[src/rtl/cache_mem_bridge_if.sv]
// Request/response and RAM-side signal bundle for cache_mem_bridge.
//
// Handshake: the request port is strict valid/ready. A request transfers on
// a rising clk edge where req_valid && req_ready are both high; the cache
// holds req_write/req_addr/req_wdata stable while req_valid is high and not
// yet accepted. resp_valid is a one-cycle pulse with no backpressure, and
// resp_rdata holds its value until the next response. mem_rdata is expected
// one cycle after the RAM samples mem_addr.
interface cache_mem_bridge_if #(
  parameter int ADDR_W = 16,
  parameter int DATA_W = 32
);
  logic              req_valid;
  logic              req_ready;
  logic              req_write;
  logic [ADDR_W-1:0] req_addr;
  logic [DATA_W-1:0] req_wdata;
  logic              resp_valid;
  logic [DATA_W-1:0] resp_rdata;
  logic [ADDR_W-1:0] mem_addr;
  logic [DATA_W-1:0] mem_wdata;
  logic              mem_wren;
  logic [DATA_W-1:0] mem_rdata;

  // Bridge side.
  modport slave (
    input  req_valid, req_write, req_addr, req_wdata, mem_rdata,
    output req_ready, resp_valid, resp_rdata, mem_addr, mem_wdata, mem_wren
  );

  // Cache + RAM environment side.
  modport master (
    output req_valid, req_write, req_addr, req_wdata, mem_rdata,
    input  req_ready, resp_valid, resp_rdata, mem_addr, mem_wdata, mem_wren
  );
endinterface

[src/rtl/cache_mem_bridge.sv]
// cache_mem_bridge: posts cache block stores into a write buffer that drains
// to a word-wide synchronous RAM in the background, and serves block loads
// from RAM with WAIT_CYCLES stall cycles before every RAM access.
// Optional feature macro CACHE_MEM_BRIDGE_FWD_EN: loads are looked up in the
// write buffer (youngest match wins) and a miss goes to RAM ahead of the
// buffered stores. Without it, loads wait until the buffer is empty.
module cache_mem_bridge #(
  parameter int BUF_DEPTH   = 4,
  parameter int WAIT_CYCLES = 2,
  parameter int ADDR_W      = 16,
  parameter int DATA_W      = 32
) (
  input  logic                         clk,
  input  logic                         rst,
  cache_mem_bridge_if.slave            bus,
  output logic [$clog2(BUF_DEPTH):0]   buf_count,
  output logic                         busy,
  output logic [2:0]                   dbg_state
);

  localparam int PTR_W = $clog2(BUF_DEPTH);
  localparam int CNT_W = (WAIT_CYCLES > 1) ? $clog2(WAIT_CYCLES) : 1;
  // Loaded on state entry; the state is left once the counter reads zero,
  // which gives exactly WAIT_CYCLES cycles in a wait state.
  localparam logic [CNT_W-1:0] CNT_RELOAD = CNT_W'((WAIT_CYCLES > 0) ? WAIT_CYCLES - 1 : 0);

  typedef enum logic [2:0] {
    IDLE    = 3'd0,
    D_WAIT  = 3'd1,
    D_WR    = 3'd2,
    R_WAIT  = 3'd3,
    R_ISSUE = 3'd4,
    R_CAP   = 3'd5
  } state_t;

  state_t            state;
  logic [CNT_W-1:0]  wait_cnt;

  logic [ADDR_W-1:0] buf_addr [BUF_DEPTH];
  logic [DATA_W-1:0] buf_data [BUF_DEPTH];
  logic [PTR_W-1:0]  wr_ptr;
  logic [PTR_W-1:0]  rd_ptr;

  logic              full;
  logic              push;
  logic              pop;
  logic              load_ok;
  logic              load_acc;
  logic              fwd_hit;
  logic [DATA_W-1:0] fwd_data;
  logic [ADDR_W-1:0] req_word;
  logic              unused_addr_bits;

  // Byte address to RAM word index; the two low bits carry no information.
  assign req_word         = {2'b00, bus.req_addr[ADDR_W-1:2]};
  assign unused_addr_bits = ^bus.req_addr[1:0];

  assign full = (buf_count == (PTR_W+1)'(BUF_DEPTH));
  assign push = bus.req_valid && bus.req_write && !full;
  assign pop  = (state == D_WR);

`ifdef CACHE_MEM_BRIDGE_FWD_EN
  assign load_ok = (state == IDLE);

  // Scan oldest to youngest so the youngest matching entry wins.
  always_comb begin
    fwd_hit  = 1'b0;
    fwd_data = '0;
    for (int i = 0; i < BUF_DEPTH; i++) begin
      if (((PTR_W+1)'(i) < buf_count) && (buf_addr[rd_ptr + PTR_W'(i)] == req_word)) begin
        fwd_hit  = 1'b1;
        fwd_data = buf_data[rd_ptr + PTR_W'(i)];
      end
    end
  end
`else
  assign load_ok  = (state == IDLE) && (buf_count == '0);
  assign fwd_hit  = 1'b0;
  assign fwd_data = '0;
`endif

  assign bus.req_ready = bus.req_write ? !full : load_ok;
  assign load_acc      = bus.req_valid && !bus.req_write && load_ok;

  assign busy      = (state != IDLE) || (buf_count != '0);
  assign dbg_state = state;

  // Write-buffer storage: written on every accepted store, never reset.
  always_ff @(posedge clk) begin
    if (push) begin
      buf_addr[wr_ptr] <= req_word;
      buf_data[wr_ptr] <= bus.req_wdata;
    end
  end

  // Write-buffer pointers and occupancy; a push and pop together cancel.
  always_ff @(posedge clk or posedge rst) begin
    if (rst) begin
      wr_ptr    <= '0;
      rd_ptr    <= '0;
      buf_count <= '0;
    end else begin
      if (push) wr_ptr <= wr_ptr + 1'b1;
      if (pop)  rd_ptr <= rd_ptr + 1'b1;
      case ({push, pop})
        2'b10:   buf_count <= buf_count + 1'b1;
        2'b01:   buf_count <= buf_count - 1'b1;
        default: buf_count <= buf_count;
      endcase
    end
  end

  // Main FSM with registered RAM and response outputs.
  always_ff @(posedge clk or posedge rst) begin
    if (rst) begin
      state          <= IDLE;
      wait_cnt       <= '0;
      bus.mem_addr   <= '0;
      bus.mem_wdata  <= '0;
      bus.mem_wren   <= 1'b0;
      bus.resp_valid <= 1'b0;
      bus.resp_rdata <= '0;
    end else begin
      bus.mem_wren   <= 1'b0;
      bus.resp_valid <= 1'b0;
      case (state)
        IDLE: begin
          if (load_acc) begin
            if (fwd_hit) begin
              bus.resp_rdata <= fwd_data;
              bus.resp_valid <= 1'b1;
            end else begin
              bus.mem_addr <= req_word;
              wait_cnt     <= CNT_RELOAD;
              if (WAIT_CYCLES == 0) state <= R_ISSUE;
              else                  state <= R_WAIT;
            end
          end else if (buf_count != '0) begin
            bus.mem_addr  <= buf_addr[rd_ptr];
            bus.mem_wdata <= buf_data[rd_ptr];
            wait_cnt      <= CNT_RELOAD;
            if (WAIT_CYCLES == 0) begin
              state        <= D_WR;
              bus.mem_wren <= 1'b1;
            end else begin
              state <= D_WAIT;
            end
          end
        end
        D_WAIT: begin
          if (wait_cnt == '0) begin
            state        <= D_WR;
            bus.mem_wren <= 1'b1;
          end else begin
            wait_cnt <= wait_cnt - 1'b1;
          end
        end
        D_WR: begin
          state <= IDLE;
        end
        R_WAIT: begin
          if (wait_cnt == '0) state <= R_ISSUE;
          else                wait_cnt <= wait_cnt - 1'b1;
        end
        R_ISSUE: begin
          state <= R_CAP;
        end
        R_CAP: begin
          bus.resp_rdata <= bus.mem_rdata;
          bus.resp_valid <= 1'b1;
          state          <= IDLE;
        end
        default: state <= IDLE;
      endcase
    end
  end

endmodule
[src/flat_wrapper.sv]
// flat-port wrapper written by rule: the top's interface ports become plain ports
module cache_mem_bridge_flat 
#(
  parameter int BUF_DEPTH   = 4,
  parameter int WAIT_CYCLES = 2,
  parameter int ADDR_W      = 16,
  parameter int DATA_W      = 32
)
  (clk, rst, buf_count, busy, dbg_state, bus_req_valid, bus_req_write, bus_req_addr, bus_req_wdata, bus_mem_rdata, bus_req_ready, bus_resp_valid, bus_resp_rdata, bus_mem_addr, bus_mem_wdata, bus_mem_wren);
  cache_mem_bridge_if #(.ADDR_W(ADDR_W), .DATA_W(DATA_W)) bus_i ();
  input  logic clk;
  input  logic rst;
  output logic [$clog2(BUF_DEPTH):0] buf_count;
  output logic busy;
  output logic [2:0] dbg_state;
  input wire logic [$bits(bus_i.req_valid)-1:0] bus_req_valid;
  input wire logic [$bits(bus_i.req_write)-1:0] bus_req_write;
  input wire logic [$bits(bus_i.req_addr)-1:0] bus_req_addr;
  input wire logic [$bits(bus_i.req_wdata)-1:0] bus_req_wdata;
  input wire logic [$bits(bus_i.mem_rdata)-1:0] bus_mem_rdata;
  output wire logic [$bits(bus_i.req_ready)-1:0] bus_req_ready;
  output wire logic [$bits(bus_i.resp_valid)-1:0] bus_resp_valid;
  output wire logic [$bits(bus_i.resp_rdata)-1:0] bus_resp_rdata;
  output wire logic [$bits(bus_i.mem_addr)-1:0] bus_mem_addr;
  output wire logic [$bits(bus_i.mem_wdata)-1:0] bus_mem_wdata;
  output wire logic [$bits(bus_i.mem_wren)-1:0] bus_mem_wren;
  assign bus_i.req_valid = bus_req_valid;
  assign bus_i.req_write = bus_req_write;
  assign bus_i.req_addr = bus_req_addr;
  assign bus_i.req_wdata = bus_req_wdata;
  assign bus_i.mem_rdata = bus_mem_rdata;
  assign bus_req_ready = bus_i.req_ready;
  assign bus_resp_valid = bus_i.resp_valid;
  assign bus_resp_rdata = bus_i.resp_rdata;
  assign bus_mem_addr = bus_i.mem_addr;
  assign bus_mem_wdata = bus_i.mem_wdata;
  assign bus_mem_wren = bus_i.mem_wren;
  cache_mem_bridge #(.BUF_DEPTH(BUF_DEPTH), .WAIT_CYCLES(WAIT_CYCLES), .ADDR_W(ADDR_W), .DATA_W(DATA_W)) u_core (.clk(clk), .rst(rst), .bus(bus_i), .buf_count(buf_count), .busy(busy), .dbg_state(dbg_state));
endmodule
[config.mk]
export PLATFORM = sky130hd
export DESIGN_NAME = cache_mem_bridge_flat
export DESIGN_NICKNAME = d
export VERILOG_FILES = /design/src/rtl/cache_mem_bridge_if.sv /design/src/rtl/cache_mem_bridge.sv /design/src/flat_wrapper.sv
export SDC_FILE = /design/constraint.sdc
export NUM_CORES = 1
export LEC_CHECK = 0
export CAP_MARGIN = 20
export CORE_MARGIN = 8
export CORE_UTILIZATION = 48
export CTS_CLUSTER_DIAMETER = 60
export DETAILED_ROUTE_END_ITERATION = 8
export PLACE_DENSITY = 0.81
export SETUP_SLACK_MARGIN = 0.2
export SYNTH_ARGS = -nofsm -noshare
export SYNTH_HDL_FRONTEND = slang
export SYNTH_SLANG_ARGS = --single-unit
[constraint.sdc]
create_clock -name clk -period 3.2 [get_ports clk]
set_clock_uncertainty 0.05 [all_clocks]
set_input_delay 0.96 -clock clk [delete_from_list [all_inputs] [get_ports clk]]
set_output_delay 0.96 -clock clk [all_outputs]
set_load 0.005 [all_outputs]
==> out/metrics.yaml, run 1 <==
static-leakage-power_nw: 4.702
finalMaxSlewViolations: 0
synth.cell_area_mm2: 0.01030
worst_margin_pin_slew_ps: 809.6
synth-main-ff-cell: "sky130_fd_sc_hd__edfxtp_1"
die_area_mm2: 0.02641
critical-path-max-stage-delay_ps: 490
ctsLongestPathBuffers: 3
num_vias: 5365
ir_drop_mv: 0.5942
hold_path_class: "reg -> reg"
criticalPathCategory: "reg -> out"
min_period_ps: 2887
antennaDiodeCount: 0
synthMostInstantiatedCell: "sky130_fd_sc_hd__edfxtp_1"
cts-buffers-inserted: 27
remaining_drc_errors: 0
cpLargestDelayFamily: "buffers and inverters"
post_route_setup_tns_ps: 0
critical_path.startpoint_type: "register"
synth_commonest_cells: "184 x sky130_fd_sc_hd__edfxtp_1, 91 x sky130_fd_sc_hd__dfrtp_1, 65 x sky130_fd_sc_hd__mux2_2, 46 x sky130_fd_sc_hd__mux4_2, 15 x sky130_fd_sc_hd__or3_1"
crit_slowest_cell: "sky130_fd_sc_hd__clkdlybuf4s50_1"
finalWeightedCongestion: 0.7980
detailedRoute.firstIterationViolations: 379
drive_above_1_share: 0.2528
insertion_delay_ps: 530
power.total_w: 0.01221
worstPathRequired_ps: 2190
chipHeight_um: 162.5
dp_hpwl_mm: 14.53
postSynthRegisterBits: 275
hold_buffers: 0
design.core.area_mm2: 0.02102
via_count_of_the_first_global_routing_pass: 5921
synth_top_cell_by_area: "sky130_fd_sc_hd__edfxtp_1"
placement_row_count: 53
groute.layer.met3.usage: 0.04373
rsz_0062_raised_after_global_routing: "false"
die_w_um: 162.5
antenna_left: 0
antenna_found_initial: 1
final_core_util: 0.6326
p_per_area_mw_per_mm2: 918.3
outcome: "finished clean"
routed_wl_mm: 21.98
wl_per_cell_um: 22.36
first_pass_grt_wire_length_mm: 34.18
crit_path_cell_trace: "nor3_2 > nand2_1 > clkdlybuf4s50_1"
detail_route.vias_per_cell: 5.458
global_route.usage.met2: 0.2920
post_cts_buffers: 0
crit_end_element: "output port"
post_cts_repair_resize_count: 2
synth_sequential_area_ratio: 0.7572
hold_viol_final: 0
port_buffers: 169
area_growth_syn_to_layout_pct: 29.04
cts_tree: "yes"
grt_usage: 0.1660
critPathArrivalTime_ps: 1880
footprint_of_the_multi_input_gates_mm2: 0.002381
num_io_pins: 174
groute.layer.met1.usage: 0.2014
grt_busiest_layer: "met2"
clock_pin_slew_on_the_worst_setup_and_hold_paths_ps: 60
register_area_mm2: 0.007807
grt_start_max_net_pins: 48
number_of_distinct_library_cells_after_synthesis: 33
synth_largest_type_area_fraction: 0.5362
synthesis.area_per_instance_um2: 20.86
cts_root_buf: "sky130_fd_sc_hd__clkbuf_16"
num-nets-final: 777
initial_core_util: 0.4902
drv.max_cap_violation_count: 0
htree_num_levels: 1
critical_path_buf_inv_count: 1
synthArstFlopShare: 0.3309
count_of_mapped_cells_out_of_synthesis: 494
cts.sinks: 275
dr.pass1.iters: 5
ys_warn_count: 0
max_freq_mhz: 346.4
setup_viol_count_final: 0
critPathMaxFanout: 8
synth-edff-count: 184
timing.final.crit_share: 0.9023
synth_area_leaders: "sky130_fd_sc_hd__edfxtp_1 54%, sky130_fd_sc_hd__dfrtp_1 22%, sky130_fd_sc_hd__mux4_2 10%"
worst_slew_margin_rel: 0.4603
fill_cells: 1404
global_route_overflow: 0
## metal layers
layer | part of all wire | vias to the layer above
met5 | 0.00041 | -
met4 | 0.021 | 2
met3 | 0.080 | 37
met2 | 0.50 | 225
met1 | 0.40 | 2752
li1 | - | 2349
## power breakdown
group | switching (W) | internal (W)
logic | 0.00141 | 0.00245
registers | 0.000643 | 0.00468
clock network | 0.00123 | 0.00180
## sequential cells by signal, indices dropped and copies added, names as in the netlist
name	count
u_core.buf_count	3
u_core.buf_addr	56
u_core.dbg_state	3
u_core.bus.resp_valid	1
u_core.buf_data	128
u_core.bus.resp_rdata	32
u_core.bus.mem_addr	14
u_core.bus.mem_wren	1
u_core.rd_ptr	2
u_core.wait_cnt	1
u_core.wr_ptr	2
u_core.bus.mem_wdata	32
## final timing paths
kind                                                 from                   endpoint  slack [ps]  cells past startpoint
worst max-delay path                  u_core.dbg_state[0]                       busy         310                      3
worst min-delay path            u_core.bus.resp_rdata[22]  u_core.bus.resp_rdata[22]         450                      1
worst max register to register        u_core.dbg_state[0]    u_core.bus.mem_addr[13]         820                      4
worst min register to register  u_core.bus.resp_rdata[22]  u_core.bus.resp_rdata[22]         450                      1
max in group asynchronous                             rst           u_core.rd_ptr[0]        1660                      3
min in group asynchronous                             rst   u_core.bus.resp_rdata[9]         920                      3
## layout by cell type, fill, tap and decap left out, drive strengths merged, types with 4 or more instances in the layout
cell | Yosys | routed
inv | 8 | 8
o221a | 14 | 14
nand2 | 5 | 5
and2 | 4 | 4
mux2 | 65 | 65
dfrtp | 91 | 91
a21oi | 5 | 5
clkdlybuf4s50 | 0 | 168
mux4 | 46 | 46
clkbuf | 11 | 43
buf | 13 | 18
ha | 5 | 5
nor2 | 4 | 4
or3 | 15 | 15
edfxtp | 184 | 184
## cells by family (layout without fill, tap and decap cells)
logic type,after synthesis,count (layout),synth area share
adders and majority gates,6,6,0.008014
and+or+nand+nor,38,38,0.02113
DFF,275,275,0.7572
AOI/OAI and AO/OA,24,24,0.02137
other,1,2,0.0003639
muxes,112,112,0.1725
xor gates and xnor gates,6,6,0.005100
buffers and inverters,32,245,0.01433
## area by class of cell
class	instances	share of cell area
Sequential cell	275	0.5871
Multi-Input combinational cell	188	0.1791
Timing Repair Buffer	187	0.1410
Clock buffer	43	0.05758
Tap cell	275	0.02587
Clock inverter	7	0.006775
Inverter	8	0.002540
## per-stage QoR
| step | std cells | setup slack, ps | hold WS [ps] | instance area (um2) |
|---|---|---|---|---|
| floorplan | 495 | 254.5 | 419.3 | 10310 |
| finish | 983 | 312.8 | 451.2 | 13300 |
| detailed placement | 933 | 44.46 | 441.5 | 12440 |
| global route | 983 | 214.0 | 473.8 | 13300 |
| CTS | 983 | 262.0 | 454.7 | 13300 |
| global placement | 933 | 36.24 | 435.0 | 12440 |
(Power assumes the default switching activity.)
==> run 2, diff against run 1 <==
Settings changed: SLEW_MARGIN from default to 20, TNS_END_PERCENT from default to 20.
==> results of run 2 <==
Final layout, timing and power as in run 1 (identical DEF).
